<file path="src/rtl/mdu_pkg.sv">
// rtl/mdu_pkg.sv - shared op encodings, FSM states and sizing constants for mult_div_unit
package mdu_pkg;

  localparam int MDU_WIDTH = 32;
  localparam int MDU_ITERS = MDU_WIDTH;

  typedef enum logic [1:0] {
    OP_MULT  = 2'b00,
    OP_MULTU = 2'b01,
    OP_DIV   = 2'b10,
    OP_DIVU  = 2'b11
  } op_e;

  typedef enum logic [1:0] {
    IDLE = 2'b00,
    PREP = 2'b01,
    RUN  = 2'b10,
    FIX  = 2'b11
  } state_e;

  function automatic logic is_div_op(input op_e op);
    return (op == OP_DIV) || (op == OP_DIVU);
  endfunction

endpackage

</file>
<file path="src/rtl/mult_div_unit_if.sv">
// rtl/mult_div_unit_if.sv - operand/result bundle between pipeline and mult_div_unit
interface mult_div_unit_if #(
  parameter int WIDTH = 32
) ();

  logic             start;
  logic [1:0]       op;
  logic [WIDTH-1:0] srcA;
  logic [WIDTH-1:0] srcB;
  logic             mthi;
  logic             mtlo;
  logic [WIDTH-1:0] writeData;
  logic             busy;
  logic             done;
  logic             unsupported;
  logic [WIDTH-1:0] hiOut;
  logic [WIDTH-1:0] loOut;

  modport master (
    output start, op, srcA, srcB, mthi, mtlo, writeData,
    input  busy, done, unsupported, hiOut, loOut
  );

  modport slave (
    input  start, op, srcA, srcB, mthi, mtlo, writeData,
    output busy, done, unsupported, hiOut, loOut
  );

endinterface

</file>
<file path="src/rtl/mdu_iter_core.sv">
// rtl/mdu_iter_core.sv - accumulator, iteration counter and radix-2 step (divide path under MDU_DIV_EN)
module mdu_iter_core
  import mdu_pkg::*;
#(
  parameter int WIDTH = MDU_WIDTH,
  parameter int ITERS = WIDTH
) (
  input  logic               clk,
  input  logic               rst_n,
  input  logic               load_i,
  input  logic               step_i,
  input  logic               is_div_i,
  input  logic [WIDTH-1:0]   a_i,
  input  logic [WIDTH-1:0]   b_i,
  output logic [2*WIDTH-1:0] acc_o,
  output logic               last_o
);

  localparam int CW = (ITERS > 1) ? $clog2(ITERS) : 1;

  // a_q is consumed MSB-first: multiplier bits for multiply, dividend bits for divide
  logic [WIDTH-1:0]   a_q, a_d;
  logic [WIDTH-1:0]   b_q, b_d;
  logic [2*WIDTH-1:0] acc_q, acc_d;
  logic [CW-1:0]      cnt_q, cnt_d;
  logic [2*WIDTH-1:0] mul_next;
  logic [2*WIDTH-1:0] step_next;

  assign mul_next = (acc_q << 1) + (a_q[WIDTH-1] ? {{WIDTH{1'b0}}, b_q} : '0);

`ifdef MDU_DIV_EN
  // acc holds {partial remainder, quotient bits shifted in from the right}
  logic [WIDTH:0]     part_rem;
  logic [WIDTH:0]     trial;
  logic [2*WIDTH-1:0] div_next;

  assign part_rem = {acc_q[2*WIDTH-1:WIDTH], a_q[WIDTH-1]};
  assign trial    = part_rem - {1'b0, b_q};
  assign div_next = (part_rem >= {1'b0, b_q})
                  ? {trial[WIDTH-1:0], acc_q[WIDTH-2:0], 1'b1}
                  : {part_rem[WIDTH-1:0], acc_q[WIDTH-2:0], 1'b0};
  assign step_next = is_div_i ? div_next : mul_next;
`else
  logic unused_is_div;
  assign unused_is_div = is_div_i;
  assign step_next     = mul_next;
`endif

  // load clears the accumulator and arms the counter; step advances one radix-2 iteration
  always_comb begin
    a_d   = a_q;
    b_d   = b_q;
    acc_d = acc_q;
    cnt_d = cnt_q;
    if (load_i) begin
      a_d   = a_i;
      b_d   = b_i;
      acc_d = '0;
      cnt_d = CW'(ITERS - 1);
    end else if (step_i) begin
      a_d   = a_q << 1;
      acc_d = step_next;
      cnt_d = cnt_q - 1'b1;
    end
  end

  // iteration state registers
  always_ff @(posedge clk or negedge rst_n) begin
    if (!rst_n) begin
      a_q   <= '0;
      b_q   <= '0;
      acc_q <= '0;
      cnt_q <= '0;
    end else begin
      a_q   <= a_d;
      b_q   <= b_d;
      acc_q <= acc_d;
      cnt_q <= cnt_d;
    end
  end

  assign acc_o  = acc_q;
  assign last_o = (cnt_q == '0);

endmodule

</file>
<file path="src/rtl/mult_div_unit.sv">
// rtl/mult_div_unit.sv - iterative MULT/MULTU/DIV/DIVU with HI/LO; divider built only with MDU_DIV_EN
module mult_div_unit
  import mdu_pkg::*;
#(
  parameter int WIDTH = MDU_WIDTH,
  parameter int ITERS = WIDTH
) (
  input logic            clk,
  input logic            rst_n,
  mult_div_unit_if.slave bus
);

  state_e             state_q, state_d;
  op_e                op_in;
  op_e                op_q;
  logic               signed_op, sign_a, sign_b;
  logic               sign_a_q, sign_b_q;
  logic [WIDTH-1:0]   mag_a_q, mag_b_q;
  logic [WIDTH-1:0]   hi_q, lo_q;
  logic               done_q;
  logic               start_ok, accept;
  logic [2*WIDTH-1:0] core_acc;
  logic               core_last;
  logic [2*WIDTH-1:0] prod_s;
  logic [WIDTH-1:0]   res_hi, res_lo;

  assign op_in     = op_e'(bus.op);
  assign signed_op = (op_in == OP_MULT) || (op_in == OP_DIV);
  assign sign_a    = signed_op & bus.srcA[WIDTH-1];
  assign sign_b    = signed_op & bus.srcB[WIDTH-1];

`ifdef MDU_DIV_EN
  logic             divzero_q;
  logic [WIDTH-1:0] quo, rem;
  assign start_ok        = 1'b1;
  assign quo             = core_acc[WIDTH-1:0];
  assign rem             = core_acc[2*WIDTH-1:WIDTH];
  assign bus.unsupported = 1'b0;
`else
  logic unsup_q;
  assign start_ok        = !is_div_op(op_in);
  assign bus.unsupported = unsup_q;
`endif

  assign accept = (state_q == IDLE) && bus.start && start_ok;

  // next-state logic; PREP and RUN drive the iteration core directly from the state
  always_comb begin
    state_d = state_q;
    case (state_q)
      IDLE:    if (accept) state_d = PREP;
      PREP:    state_d = RUN;
      RUN:     if (core_last) state_d = FIX;
      FIX:     state_d = IDLE;
      default: state_d = IDLE;
    endcase
  end

  // FSM state register
  always_ff @(posedge clk or negedge rst_n) begin
    if (!rst_n) state_q <= IDLE;
    else        state_q <= state_d;
  end

  // capture op, signs and magnitudes at the accepting edge so later operand changes are harmless
  always_ff @(posedge clk or negedge rst_n) begin
    if (!rst_n) begin
      op_q     <= OP_MULT;
      sign_a_q <= 1'b0;
      sign_b_q <= 1'b0;
      mag_a_q  <= '0;
      mag_b_q  <= '0;
    end else if (accept) begin
      op_q     <= op_in;
      sign_a_q <= sign_a;
      sign_b_q <= sign_b;
      mag_a_q  <= sign_a ? -bus.srcA : bus.srcA;
      mag_b_q  <= sign_b ? -bus.srcB : bus.srcB;
    end
  end

`ifdef MDU_DIV_EN
  // a zero divisor overrides the quotient with all ones
  always_ff @(posedge clk or negedge rst_n) begin
    if (!rst_n)      divzero_q <= 1'b0;
    else if (accept) divzero_q <= (bus.srcB == '0);
  end
`else
  // rejected divide starts report a single-cycle pulse
  always_ff @(posedge clk or negedge rst_n) begin
    if (!rst_n) unsup_q <= 1'b0;
    else        unsup_q <= (state_q == IDLE) && bus.start && is_div_op(op_in);
  end
`endif

  mdu_iter_core #(
    .WIDTH (WIDTH),
    .ITERS (ITERS)
  ) u_core (
    .clk      (clk),
    .rst_n    (rst_n),
    .load_i   (state_q == PREP),
    .step_i   (state_q == RUN),
    .is_div_i (is_div_op(op_q)),
    .a_i      (mag_a_q),
    .b_i      (mag_b_q),
    .acc_o    (core_acc),
    .last_o   (core_last)
  );

  assign prod_s = (sign_a_q ^ sign_b_q) ? -core_acc : core_acc;

  // sign correction of the magnitude result into HI/LO form
  always_comb begin
    res_hi = prod_s[2*WIDTH-1:WIDTH];
    res_lo = prod_s[WIDTH-1:0];
`ifdef MDU_DIV_EN
    if (is_div_op(op_q)) begin
      // with a zero divisor the sign-corrected remainder is srcA itself
      res_lo = divzero_q ? '1 : ((sign_a_q ^ sign_b_q) ? -quo : quo);
      res_hi = sign_a_q ? -rem : rem;
    end
`endif
  end

  // HI/LO: FIX result wins; mthi/mtlo only when idle and no start is presented
  always_ff @(posedge clk or negedge rst_n) begin
    if (!rst_n) begin
      hi_q <= '0;
      lo_q <= '0;
    end else if (state_q == FIX) begin
      hi_q <= res_hi;
      lo_q <= res_lo;
    end else if ((state_q == IDLE) && !bus.start) begin
      if (bus.mthi) hi_q <= bus.writeData;
      if (bus.mtlo) lo_q <= bus.writeData;
    end
  end

  // done pulses in the cycle after FIX, alongside the new HI/LO
  always_ff @(posedge clk or negedge rst_n) begin
    if (!rst_n) done_q <= 1'b0;
    else        done_q <= (state_q == FIX);
  end

  assign bus.busy  = (state_q != IDLE);
  assign bus.done  = done_q;
  assign bus.hiOut = hi_q;
  assign bus.loOut = lo_q;

endmodule
</file>
<file path="src/flat_wrapper.sv">
// flat-port wrapper written by rule: the top's interface ports become plain ports
module mult_div_unit_flat import mdu_pkg::*;
#(
  parameter int WIDTH = MDU_WIDTH,
  parameter int ITERS = WIDTH
)
  (clk, rst_n, bus_start, bus_op, bus_srcA, bus_srcB, bus_mthi, bus_mtlo, bus_writeData, bus_busy, bus_done, bus_unsupported, bus_hiOut, bus_loOut);
  mult_div_unit_if #(.WIDTH(WIDTH)) bus_i ();
  input logic clk;
  input logic rst_n;
  input wire logic [$bits(bus_i.start)-1:0] bus_start;
  input wire logic [$bits(bus_i.op)-1:0] bus_op;
  input wire logic [$bits(bus_i.srcA)-1:0] bus_srcA;
  input wire logic [$bits(bus_i.srcB)-1:0] bus_srcB;
  input wire logic [$bits(bus_i.mthi)-1:0] bus_mthi;
  input wire logic [$bits(bus_i.mtlo)-1:0] bus_mtlo;
  input wire logic [$bits(bus_i.writeData)-1:0] bus_writeData;
  output wire logic [$bits(bus_i.busy)-1:0] bus_busy;
  output wire logic [$bits(bus_i.done)-1:0] bus_done;
  output wire logic [$bits(bus_i.unsupported)-1:0] bus_unsupported;
  output wire logic [$bits(bus_i.hiOut)-1:0] bus_hiOut;
  output wire logic [$bits(bus_i.loOut)-1:0] bus_loOut;
  assign bus_i.start = bus_start;
  assign bus_i.op = bus_op;
  assign bus_i.srcA = bus_srcA;
  assign bus_i.srcB = bus_srcB;
  assign bus_i.mthi = bus_mthi;
  assign bus_i.mtlo = bus_mtlo;
  assign bus_i.writeData = bus_writeData;
  assign bus_busy = bus_i.busy;
  assign bus_done = bus_i.done;
  assign bus_unsupported = bus_i.unsupported;
  assign bus_hiOut = bus_i.hiOut;
  assign bus_loOut = bus_i.loOut;
  mult_div_unit #(.WIDTH(WIDTH), .ITERS(ITERS)) u_core (.clk(clk), .rst_n(rst_n), .bus(bus_i));
endmodule
</file>
<file path="config.mk">
export PLATFORM = sky130hd
export DESIGN_NAME = mult_div_unit_flat
export DESIGN_NICKNAME = d
export VERILOG_FILES = /design/src/rtl/mdu_pkg.sv /design/src/rtl/mult_div_unit_if.sv /design/src/rtl/mdu_iter_core.sv /design/src/rtl/mult_div_unit.sv /design/src/flat_wrapper.sv
export SDC_FILE = /design/constraint.sdc
export NUM_CORES = 1
export LEC_CHECK = 0
export ABC_CLOCK_PERIOD_IN_PS = 4000
export BUFFER_PORTS_ARGS = -buffer_cell sky130_fd_sc_hd__clkbuf_2
export CAP_MARGIN = 20
export CORE_MARGIN = 2
export CORE_UTILIZATION = 60
export DETAILED_ROUTE_END_ITERATION = 8
export PLACE_DENSITY_LB_ADDON = 0.12
export SETUP_SLACK_MARGIN = 0.05
export SLEW_MARGIN = 40
export SYNTH_ARGS = -nofsm -noshare
export SYNTH_HDL_FRONTEND = slang
export SYNTH_SLANG_ARGS = --single-unit
</file>
<file path="constraint.sdc">
create_clock -name clk -period 4 [get_ports clk]
set_clock_uncertainty 0.1 [all_clocks]
set_input_delay 0.4 -clock clk [delete_from_list [all_inputs] [get_ports clk]]
set_output_delay 0.4 -clock clk [all_outputs]
set_load 0.02 [all_outputs]
</file>
After elaboration in Yosys (flattened, before gate mapping)
Cells that the tools add are included.

Add/subtract/negate cells: 5. Equal/unequal tests: 7. Muxes and demuxes: 19. Bitwise gates (word level): 3. Reductions and logical operators: 19.

Operators by type and width (count): 2-to-1 mux 32 bit (11); 2-to-1 mux 64 bit (3); adder 64 x 32 -> 64 bit (1); negation 32 bit (2); negation 64 bit (1); 2-to-1 mux 5 bit (2); nonzero test 2 bit (5); equality test 2 bit (second input constant) (4); case mux 2 bit (4 select lines) (1); AND reduction 2 bit (3); zero test 5 bit (1); subtractor 5 x 1 -> 5 bit (second input constant) (1); logical AND 1 bit (4); zero test 2 bit (2); 2-to-1 mux 2 bit (2); inequality test 2 x 1 -> 1 bit (second input constant) (2); bitwise AND 1 bit (2); equality test 2 x 1 -> 1 bit (second input constant) (1); zero test 1 bit (2); logical OR 1 bit (2); bitwise XOR 1 bit (1).

Flip-flop bits (word level): 267. Input port bits: 103. Output and inout port bits: 67. Logic and storage cells: 66.

Depth between registers and ports, before layout
Word-level depth: 6. Mapped depth: 13. Depth with buffers taken out: 11.

Cells and area by module
From an unflattened synthesis, not the netlist that was laid out.

Cells, all modules: 1770. Area, all modules: 16636.0 sq um.

By module, submodules not included: mult_div_unit (instances 1, cells an instance 941, area each 8361.8 sq um, sequential area each 3378.2 sq um); mdu_iter_core (instances 1, cells an instance 829, area each 8274.2 sq um, sequential area each 3328.2 sq um).

Worst setup path after synthesis
OpenSTA, ideal clock, no wires.

Kind: reg-to-reg. From: register u_core.u_core.a_q[31]. To: register u_core.u_core.acc_q[43] (netlist: u_core.u_core.acc_o[43]). Library setup time: 121 ps. Arrival time: 3116 ps. Required time: 3779 ps. Slack: 663 ps. Stages on the path, launching flop included: 14. Buffers on the path: 2. Clock period less this slack: 3337 ps. Cell sequence: dfrtp_1 -> clkbuf_1 -> and2_1 -> ha_1 -> fa_1 -> a211oi_1 -> o2111ai_1 -> a21oi_1 -> nor3_2 -> o21ai_1 -> buf_2 -> a211oi_1 -> xor2_1 -> a22o_1.

Longest elaborated chain between the ends: 4.

RTL lines: start, declared (RTL line mdu_iter_core.sv:22) `logic [WIDTH-1:0] a_q, a_d;`; start signal, assigned (RTL line mdu_iter_core.sv:70) `a_q <= '0;`; start signal, assigned (RTL line mdu_iter_core.sv:75) `a_q <= a_d;`; 2-to-1 mux 32 bit (RTL line mdu_iter_core.sv:29) `assign mul_next = (acc_q << 1) + (a_q[WIDTH-1] ? {{WIDTH{1'b0}}, b_q} : '0);`; adder 64 x 32 -> 64 bit (RTL line mdu_iter_core.sv:29); 2-to-1 mux 64 bit (RTL line mdu_iter_core.sv:60) `end else if (step_i) begin`; 2-to-1 mux 64 bit (RTL line mdu_iter_core.sv:55) `if (load_i) begin`; end signal, assigned (RTL line mdu_iter_core.sv:72) `acc_q <= '0;`; end signal, assigned (RTL line mdu_iter_core.sv:77) `acc_q <= acc_d;`; end, declared (RTL line mdu_iter_core.sv:24) `logic [2*WIDTH-1:0] acc_q, acc_d;`.

No other way between the ends. The select of a mux whose other input is x is not followed. A chain may end at the register's enable or synchronous reset.

Worst setup path after layout
From: register u_core.u_core.a_q[31]. To: register u_core.u_core.acc_q[55] (netlist: u_core.u_core.acc_o[55]).

Same word-level chain as after synthesis.

==> results.yml <==
yosys:
  synth_seq_area_share: 0.410
  yosys_register_bits: 267
  synth_flop_cell: "dfrtp_1"
  avgSynthCellArea_sq_um: 9.06
  synth_edf_count: 0
  ys_warn_count: 0
  yosysUniqueCellTypes: 81
  postSynth.asyncResetShare: 1.00
  synthesis.area_sq_um: 16300
  synthCells: 1798
  syn_nets: 1943
final_layout:
  regArea_sq_um: 6680
  num-nets-final: 2055
  area_growth_syn_to_layout_pct: 13.2
  multiInputGateArea_sq_um: 9010
  fin_cells: 2272
  diodes: 0
  drive_gt1_frac: 0.170
  stdcell_area_sq_um: 18400
  fillers: 2162
  final_util: 0.688
routing:
  routed_via_density: 5.99
  drtPass1Iterations: 5
  drc: 0
  wl_per_cell_microns: 18.1
  antenna_left: 0
  finalWirelength_microns: 41000
  vias: 13600
  drt_iter0_markers: 1072
global_routing:
  antenna_found_initial: 0
  grt_overflow: 0
  grt_pass1_wl_microns: 66700
  grt_max_degree: 96
  grt_pass1_vias: 12900
  grt_use_total: 0.286
die:
  dieArea_sq_um: 28500
  ios: 170
  fp.coreArea_sq_um: 26800
  num_rows: 60
  die_y_microns: 169
  start_util: 0.608
  die_w_microns: 169
timing:
  timing.setup.tns_ps: 0
  max_freq_mhz: 277
  setup_violations: 0
  hold_viol: 0
  worst_slack_ps: 391
  max_slew_margin: 0.521
  hold_slack_ps: 35.0
  timing.final.crit_share: 0.902
  period_minus_slack_ps: 3610
  drv_slew: 0
  tightest_slew_ps: 713
  rsz0062_at_grt: "no"
clock_tree:
  root_buffer: "clkbuf_16"
  cts.htree.levels: 1
  clkTransAtPathRegs_ps: 60
  cts_tree: "built"
  clock_sinks: 267
  cts_buffer_depth: 3
  cts_buffers: 29
  clk_latency_ps: 550
power_and_ir_drop:
  p_total_mw: 15.8
  powerDensity_nw_per_um2: 860
  ir_worst_vdd_mv: 0.395
  p_leak_nw: 8.48
placement:
  gp_congestion: 0.904
  place_inst: 2216
  hpwl_microns: 30000
  port_buffers: 169
  place_area_sq_um: 17400
  pre_cts_ws_ps: 337
critical_path:
  critPathLaunchType: "register"
  worstSetupEndpointType: "register"
  worstPathMaxFanout: 20
  crit_required_ps: 4320
  worstSetupPathType: "reg -> reg"
  critPathArrivalTime_ps: 3930
flow_run:
  maxCapViolations: 0
min_path:
  min_path_type: "in -> reg"
outcome:
  status: "finished clean"
state kept, by name, summed over array words and instances, names as in the netlist:
name / flops
u_core.u_core.acc_o: 64
u_core.bus.hiOut: 32
u_core.bus.loOut: 32
u_core.mag_a_q: 32
u_core.mag_b_q: 32
u_core.u_core.a_q: 32
u_core.u_core.b_q: 32
u_core.u_core.cnt_q: 5
u_core.state_q: 2
u_core.bus.done: 1
u_core.bus.unsupported: 1
u_core.sign_a_q: 1
u_core.sign_b_q: 1
cells in the final DEF, fill, tap and decap left out, types with 7 or more instances in the layout:
cell	count
mux2_2	42
buf_4	20
and3_1	11
or4_1	11
a211oi_1	8
nor4_1	18
nand4_1	22
a31oi_1	16
o21ai_0	173
o211ai_1	7
nor2_1	126
nand2_1	204
ha_1	38
nand3_1	38
a21oi_1	117
o22ai_1	21
xnor2_1	104
nor3_1	31
o41ai_1	7
clkinv_2	7
inv_1	54
o31ai_1	18
a21o_1	14
clkbuf_2	168
a22o_1	21
xor2_1	59
clkbuf_16	29
and2_1	38
dfrtp_1	267
mux2i_1	92
o21bai_1	7
worst max-delay path: stages, from the launching register on:
cell and delay [ps]:
dfrtp_1 530, and2_1 220, ha_1 200, fa_1 420
a211oi_1 360, o2111ai_1 250, a21oi_2 280, nor3_2 100
o21ai_1 150, buf_4 240, a2111o_1 220, nor4_1 60
a311o_1 340
cells by family (layout without fill, tap and decap cells):
kind of cell / Yosys count / count (layout) / synth area share
adder cells (fa/ha/maj): 42 / 42 / 0.0327
buffers and inverters: 170 / 303 / 0.0413
AND/OR/NAND/NOR: 557 / 557 / 0.169
multiplexers: 134 / 134 / 0.0856
flip-flops: 267 / 267 / 0.410
AO/OA/AOI/OAI: 463 / 463 / 0.172
XOR/XNOR: 165 / 165 / 0.0887
area by class of cell:
cell class,instances,share of cell area
Multi-Input combinational cell,1361,0.489
Sequential cell,267,0.363
Timing Repair Buffer,196,0.0606
Clock buffer,38,0.0439
Tap cell,341,0.0231
Inverter,55,0.0112
Clock inverter,14,0.00984
power breakdown:
group | switching, mW | internal, mW
clock | 1.10 | 1.68
combinational | 4.99 | 3.19
sequential | 0.976 | 3.90
total | 7.07 | 8.77
metal layers:
metal / global-route usage / share of wire / vias to the layer above
met2: 0.472 / 0.46 / 459
li1: - / - / 6607
met1: 0.405 / 0.46 / 6487
met4: 0.0753 / 0.023 / 0
met3: 0.0323 / 0.058 / 61
met5: 0 / 0 / -
repair_timing:
item                                   CTS  global route
buffers inserted                         0             0
endpoints found under the hold margin   86             0
setup endpoints to repair                0             1
hold buffers                             2             0
resized for setup                        0             1
synth_stat cells (16+ instances only):
| cell | instances | area (sq um) |
|---|---|---|
| inv_1 | 54 | 203 |
| a31oi_1 | 16 | 100 |
| xor2_1 | 60 | 526 |
| a21oi_1 | 118 | 591 |
| mux2i_1 | 92 | 921 |
| xnor2_1 | 105 | 920 |
| nand4_1 | 22 | 138 |
| and2_1 | 38 | 238 |
| o31ai_1 | 18 | 135 |
| nand2_1 | 205 | 769 |
| ha_1 | 41 | 513 |
| mux2_2 | 42 | 473 |
| o22ai_1 | 21 | 131 |
| nor2_1 | 127 | 477 |
| nor4_1 | 18 | 113 |
| dfrtp_1 | 267 | 6680 |
| nor3_1 | 31 | 155 |
| a22o_1 | 21 | 184 |
| o21ai_0 | 173 | 866 |
| nand3_1 | 38 | 190 |
| clkbuf_1 | 86 | 323 |
final timing paths:
check	from	endpoint	slack, ps	cells past startpoint
min in group asynchronous	rst_n	u_core.bus.loOut[5]	340	2
min reg2reg	u_core.mag_b_q[5]	u_core.mag_b_q[5]	370	2
max in group asynchronous	rst_n	u_core.mag_a_q[16]	2470	3
min	bus_start	u_core.bus.unsupported	30	2
max reg2reg	u_core.u_core.a_q[31]	u_core.u_core.acc_o[55]	390	12
max	u_core.u_core.a_q[31]	u_core.u_core.acc_o[55]	390	12
Power figures use the tool's default switching activity.
